<file path="config.mk">
export PLATFORM = sky130hd
export DESIGN_NAME = phase_freq_detector
export DESIGN_NICKNAME = d
export VERILOG_FILES = /design/src/rtl/phase_freq_detector.sv
export SDC_FILE = /design/constraint.sdc
export NUM_CORES = 1
export LEC_CHECK = 0
export ABC_AREA = 1
export CAP_MARGIN = 10
export CORE_ASPECT_RATIO = 0.5
export CORE_MARGIN = 2
export CORE_UTILIZATION = 53
export CTS_CLUSTER_SIZE = 16
export DETAILED_ROUTE_END_ITERATION = 16
export GPL_ROUTABILITY_DRIVEN = 0
export PLACE_DENSITY = 0.77
export REMOVE_ABC_BUFFERS = 1
export SLEW_MARGIN = 20
export SYNTH_ARGS = -nofsm -noshare
export SYNTH_HDL_FRONTEND = slang
export SYNTH_SLANG_ARGS = --single-unit
</file>
<file path="constraint.sdc">
create_clock -name clk_in -period 2.1 [get_ports clk_in]
set_input_delay 0.42 -clock clk_in [delete_from_list [all_inputs] [get_ports clk_in]]
set_output_delay 0.42 -clock clk_in [all_outputs]
set_load 0.1 [all_outputs]
</file>
<file path="src/rtl/phase_freq_detector.sv">
// rtl/phase_freq_detector.sv - sampled tri-state phase/frequency detector with lock tracking

module pfd_edge_detect #(
    parameter int SYNC_STAGES = 2
) (
    input  logic clk_in,
    input  logic rst_n,
    input  logic din,
    output logic rise
);

    logic [SYNC_STAGES-1:0] sync_q;
    logic [SYNC_STAGES-1:0] sync_d;
    logic                   hist_q;
    logic                   hist_d;

    // Shift the asynchronous input through the synchronizer and keep one history bit
    always_comb begin
        sync_d = {sync_q[SYNC_STAGES-2:0], din};
        hist_d = sync_q[SYNC_STAGES-1];
    end

    // Synchronizer and history flops, free-running regardless of enable
    always_ff @(posedge clk_in or negedge rst_n) begin
        if (!rst_n) begin
            sync_q <= '0;
            hist_q <= 1'b0;
        end else begin
            sync_q <= sync_d;
            hist_q <= hist_d;
        end
    end

    assign rise = sync_q[SYNC_STAGES-1] & ~hist_q;

endmodule

module phase_freq_detector #(
    parameter int CNT_W       = 16,
    parameter int SYNC_STAGES = 2,
    parameter int LOCK_TOL    = 2,
    parameter int LOCK_CNT    = 8
) (
    input  logic             clk_in,
    input  logic             rst_n,
    input  logic             enable,
    input  logic             ref_in,
    input  logic             fb_in,
    output logic             up,
    output logic             dn,
    output logic [CNT_W-1:0] phase_err,
    output logic             err_valid,
    output logic             lock
);

    localparam int               LK_W    = $clog2(LOCK_CNT + 1);
    localparam logic [CNT_W-1:0] CNT_MAX = CNT_W'((1 << (CNT_W - 1)) - 1);
    localparam logic [CNT_W-1:0] TOL_V   = CNT_W'(LOCK_TOL);
    localparam logic [LK_W-1:0]  LK_MAX  = LK_W'(LOCK_CNT);

    typedef enum logic [1:0] {
        ST_IDLE     = 2'd0,
        ST_REF_LEAD = 2'd1,
        ST_FB_LEAD  = 2'd2
    } state_t;

    logic             ref_rise;
    logic             fb_rise;

    state_t           state_q,     state_d;
    logic [CNT_W-1:0] cnt_q,       cnt_d;
    logic             up_q,        up_d;
    logic             dn_q,        dn_d;
    logic [CNT_W-1:0] phase_err_q, phase_err_d;
    logic             err_valid_q, err_valid_d;
    logic [LK_W-1:0]  lk_q,        lk_d;
    logic             lock_q,      lock_d;

    logic             meas_valid;
    logic             meas_neg;
    logic [CNT_W-1:0] meas_mag;
    logic [CNT_W-1:0] cnt_inc;

    pfd_edge_detect #(
        .SYNC_STAGES (SYNC_STAGES)
    ) u_ref_edge (
        .clk_in (clk_in),
        .rst_n  (rst_n),
        .din    (ref_in),
        .rise   (ref_rise)
    );

    pfd_edge_detect #(
        .SYNC_STAGES (SYNC_STAGES)
    ) u_fb_edge (
        .clk_in (clk_in),
        .rst_n  (rst_n),
        .din    (fb_in),
        .rise   (fb_rise)
    );

    // Next-state logic: open a measurement on the leading edge, close it on the lagging edge,
    // and fold each closed measurement into the lock run counter
    always_comb begin
        state_d     = state_q;
        cnt_d       = cnt_q;
        phase_err_d = phase_err_q;
        err_valid_d = 1'b0;
        lk_d        = lk_q;
        lock_d      = lock_q;
        meas_valid  = 1'b0;
        meas_neg    = 1'b0;
        meas_mag    = '0;
        // The counter pins at the largest positive error so a missing edge never wraps
        cnt_inc     = (cnt_q == CNT_MAX) ? cnt_q : cnt_q + CNT_W'(1);

        if (!enable) begin
            state_d = ST_IDLE;
            cnt_d   = '0;
            lk_d    = '0;
            lock_d  = 1'b0;
        end else begin
            case (state_q)
                ST_IDLE: begin
                    if (ref_rise && fb_rise) begin
                        meas_valid = 1'b1;
                    end else if (ref_rise) begin
                        state_d = ST_REF_LEAD;
                        cnt_d   = CNT_W'(1);
                    end else if (fb_rise) begin
                        state_d = ST_FB_LEAD;
                        cnt_d   = CNT_W'(1);
                    end
                end
                ST_REF_LEAD: begin
                    if (fb_rise) begin
                        meas_valid = 1'b1;
                        meas_mag   = cnt_q;
                        // A coincident new ref edge starts the next measurement at once
                        if (ref_rise) begin
                            cnt_d = CNT_W'(1);
                        end else begin
                            state_d = ST_IDLE;
                            cnt_d   = '0;
                        end
                    end else begin
                        // Extra ref edges are a frequency error: keep counting
                        cnt_d = cnt_inc;
                    end
                end
                ST_FB_LEAD: begin
                    if (ref_rise) begin
                        meas_valid = 1'b1;
                        meas_neg   = 1'b1;
                        meas_mag   = cnt_q;
                        if (fb_rise) begin
                            cnt_d = CNT_W'(1);
                        end else begin
                            state_d = ST_IDLE;
                            cnt_d   = '0;
                        end
                    end else begin
                        cnt_d = cnt_inc;
                    end
                end
                default: begin
                    state_d = ST_IDLE;
                    cnt_d   = '0;
                end
            endcase
        end

        if (meas_valid) begin
            err_valid_d = 1'b1;
            phase_err_d = meas_neg ? (CNT_W'(0) - meas_mag) : meas_mag;
            if (meas_mag <= TOL_V) begin
                lk_d = (lk_q == LK_MAX) ? lk_q : lk_q + LK_W'(1);
                if (lk_d == LK_MAX) begin
                    lock_d = 1'b1;
                end
            end else begin
                lk_d   = '0;
                lock_d = 1'b0;
            end
        end

        up_d = (state_d == ST_REF_LEAD);
        dn_d = (state_d == ST_FB_LEAD);
    end

    // Detector state and registered outputs
    always_ff @(posedge clk_in or negedge rst_n) begin
        if (!rst_n) begin
            state_q     <= ST_IDLE;
            cnt_q       <= '0;
            up_q        <= 1'b0;
            dn_q        <= 1'b0;
            phase_err_q <= '0;
            err_valid_q <= 1'b0;
            lk_q        <= '0;
            lock_q      <= 1'b0;
        end else begin
            state_q     <= state_d;
            cnt_q       <= cnt_d;
            up_q        <= up_d;
            dn_q        <= dn_d;
            phase_err_q <= phase_err_d;
            err_valid_q <= err_valid_d;
            lk_q        <= lk_d;
            lock_q      <= lock_d;
        end
    end

    assign up        = up_q;
    assign dn        = dn_q;
    assign phase_err = phase_err_q;
    assign err_valid = err_valid_q;
    assign lock      = lock_q;

endmodule

</file>
==> summary.md, run 1 <==
| Metric | Value |
|---|---|
| Outcome | completed |
| FF-to-FF End | lk_q[0] |
| TritonCTS buffer count | 5 |
| CTS max path bufs | 2 |
| Drt via density | roughly 5.5 |
| Cell type with the highest aggregate area in the netlist | dfrtp_1 |
| Worst Max-Slew Pin Slew | 705 ps |
| Initial Utilization | approximately 55% |
| Wire per inst | 13.9 um |
| Global-route wire length before repair | roughly 12,000 um |
| Worst setup SP type | register |
| Post-layout util | just under 70% |
| Power per Cell Area | 642 mW/mm^2 |
| Kind of critical path | register to register |
| Setup Skew | around 5 ps |
| Largest family of logic cells by synthesized area | simple AND/OR/NAND/NOR gates |
| Final min period | 2030 ps |
| CP endpoint kind | register |
| Final design area excluding fillers | 0.00374 mm^2 |
| Clk Latency, worst-skew pair | a little under 300 ps |
| Hold Path Class | input port to async pin |
| Drt total wl | between 7000 and 8000 um |
| Rows | 19 |
| Max Freq | around 0.49 GHz |
| EDFF count, synth | 0 |
| Peak supply drop | ~0.00035 V |
| Commonest cells after routing, fill and taps aside | 104 x nand2_1, 46 x dfrtp_1, 45 x inv_1, 43 x nand3_1, 42 x buf_4 |
| Share of layout cells above drive strength 1 | a little over a fifth |
| Top cells by area, synth | dfrtp_1 40%, nand2_1 13%, nand3_1 7.5% |
| CTS HTree Levels | 2 |
| Port bufs | 24 |
| Syn avg cell area | approximately 7.4 um^2 |
| Vias | ~2,900 |
| Yosys warning count | 0 |
| Max Slew Vio Count | 0 |
| Post-synthesis xor/xnor area fraction | approximately 2.3% |
| ANT cells | 0 |
| Clock sinks | 48 |
| Required time of the critical path | between 2000 and 2500 ps |
| Max stage delay on crit path | roughly 440 ps |
| Synthesized cell area | between 0.003 and 0.004 mm^2 |
| Mux cell area share after synthesis | 0% |
| Final hold vios | 0 |
| Cell mode on critical path | nor2_1 |
| Setup TNS | 0 ps |
| WHS | about 170 ps |
| Seq/Total Area, Yosys | between 30% and 40% |
| Vias in the first global route | 2,806 |
| Crit path max-delay family | simple AND/OR/NAND/NOR gates |
| Post-synth cell types | 36 |
| Post-Synthesis Cells | a little over 400 |
| CP max stage cell | dfrtp_1 |
| Core ar. | approximately 0.0055 mm^2 |
| Simple-Gate Fraction of Synth Area | between 30% and 40% |
| Final period util | a little over nine tenths |
| Maxcap violations | 0 |
| Buf/Inv on CP | 2 |
| Flop2flop setup slack | about 70 ps |
| CP arrival | about 2200 ps |
| Final worst slack | 69.3 ps |
| Residual DRC count | 0 |
| Tot Pwr | roughly 2.4 mW |
| # IOs | 25 |
| Root buf cell | clkbuf_16 |
| DRT Pass-1 Iters | 5 |
| Die Ht | about 57 um |
| Final #Nets | 467 |
| Pleak | about 1.9 nW |
| Max FO, Critical Path | 6 |
| ANT nets after route | 0 |
| HPWL after DPL | approximately 5300 um |
| Commonest non-fill, non-tap cell in the layout | nand2_1 |
| Yosys top cell area share | around two fifths |
| Placement Cell Area | roughly 0.0034 mm^2 |
| Placement Setup Slack | -59.3 ps |
| Synth async-reset ratio | 100% |
| Placed cell count | a little over 500 |
| Largest net degree at the start of global routing | 33 |
| Seq cells post-synth | 48 |
| GR Overflow Total | 0 |
| Initial antenna violation count | 0 |
| Cell Count, Final, Fillers Out | between 500 and 600 |
| Max-slew headroom | a little over half |
| Unrepaired setup endpoints after global routing | yes |
| Area of the die | approximately 0.0063 mm^2 |
| CTS tree | built |
| Post-Synth Adder-Cell Area | between 3 and 4% |
| Clock-pin slew on the worst setup and hold paths | 70 ps |
| Layout area overhead | 24.0% |
| Die X | between 100 and 150 um |
| R2R depth | 10 |
| Final Setup Violations | 0 |
| Overall routing resource usage | between 20 and 25% |
| Compound-Gate Fraction of Synth Area | a little over a tenth |
| Detailed Route Iter0 Violations | ~220 |
| Reg2reg start | state_q[0] |
| Synth Flop Type | dfrtp_1 |
| Crit path cell chain | inv_2, ha_4, nand2_4, buf_12, nor2_1, o21ai_1, nand2_1, nor2_1, nand4_1, o22ai_1 |
-- kinds of logic (layout without fill, tap and decap cells) --
kind of cell,count (synthesis),after routing
simple gates,223,223
xor+xnor,8,8
compound gates,53,53
flops,48,48
fa+ha+maj,9,9
buf+inv,64,113
-- per-layer routing --
| metal | wire, um | GRT usage, % |
|---|---|---|
| met1 | 3440 | 33.5 |
| met5 | 0 | 0 |
| met3 | 454 | 4.04 |
| met2 | 3280 | 39.2 |
| met4 | 138 | 8.75 |
-- report_power, final --
| part | switching (mW) | internal [mW] | leakage (nW) |
|---|---|---|---|
| Clock | 0.345 | 0.802 | 0.104 |
| Combinational | 0.198 | 0.0877 | 1.15 |
| Sequential | 0.0182 | 0.947 | 0.649 |
-- how the worst max path moves through the flow --
stage | start | end | slack, ps | cells past startpoint
floorplan | state_q[0] | phase_err[1] | -40 | 10
global placement | enable | phase_err[12] | -30 | 12
detailed placement | enable | lock | -60 | 10
CTS | state_q[0] | phase_err[12] | 9 | 13
global route | state_q[0] | lk_q[0] | -60 | 11
finish | state_q[0] | lk_q[0] | 70 | 10
-- cells in the mapped netlist, types with 3 or more instances --
cell type,instances
xor2_1,6
buf_6,3
inv_2,7
inv_1,48
nand3_2,3
nor2_4,3
nand2_1,105
dfrtp_1,48
o21ai_1,3
nand3_1,45
nor3_1,6
a21oi_1,3
o21ai_0,23
nor2_2,5
ha_1,9
nand4_1,4
o211ai_1,9
buf_2,3
o22ai_1,6
nor3b_1,3
nor2_1,39
-- timing repair --
item	in CTS	in global routing
gates resized for setup	0	21
hold buffers	0	0
endpoints found under the setup margin	0	17
buffers inserted	0	2
-- layout make-up --
class	instances	area [um^2]
Clock inverter	3	90.1
Tap cell	73	91.3
Multi-Input combinational cell	293	1610
Fill cell	418	1750
Timing Repair Buffer	49	410
Sequential cell	48	1200
Clock buffer	5	125
Inverter	56	213
-- state kept, by name (all words and copies together), names as in the netlist --
name,flops
cnt_q,16
dn,1
err_valid,1
lk_q,4
lock,1
phase_err,16
state_q,2
u_fb_edge.hist_q,1
u_fb_edge.sync_q,2
u_ref_edge.hist_q,1
u_ref_edge.sync_q,2
up,1
Power figures use the tool's default switching activity.
==> run 2, diff against run 1 <==
Settings changed: ABC_CLOCK_PERIOD_IN_PS set to 2100.
==> results of run 2 <==
Final layout, timing and power as in run 1 (identical DEF).
==> run 3, diff against run 2 <==
Settings changed: CAP_MARGIN 10 to 40.
==> results of run 3 <==
Final layout, timing and power as in run 1 (identical DEF).
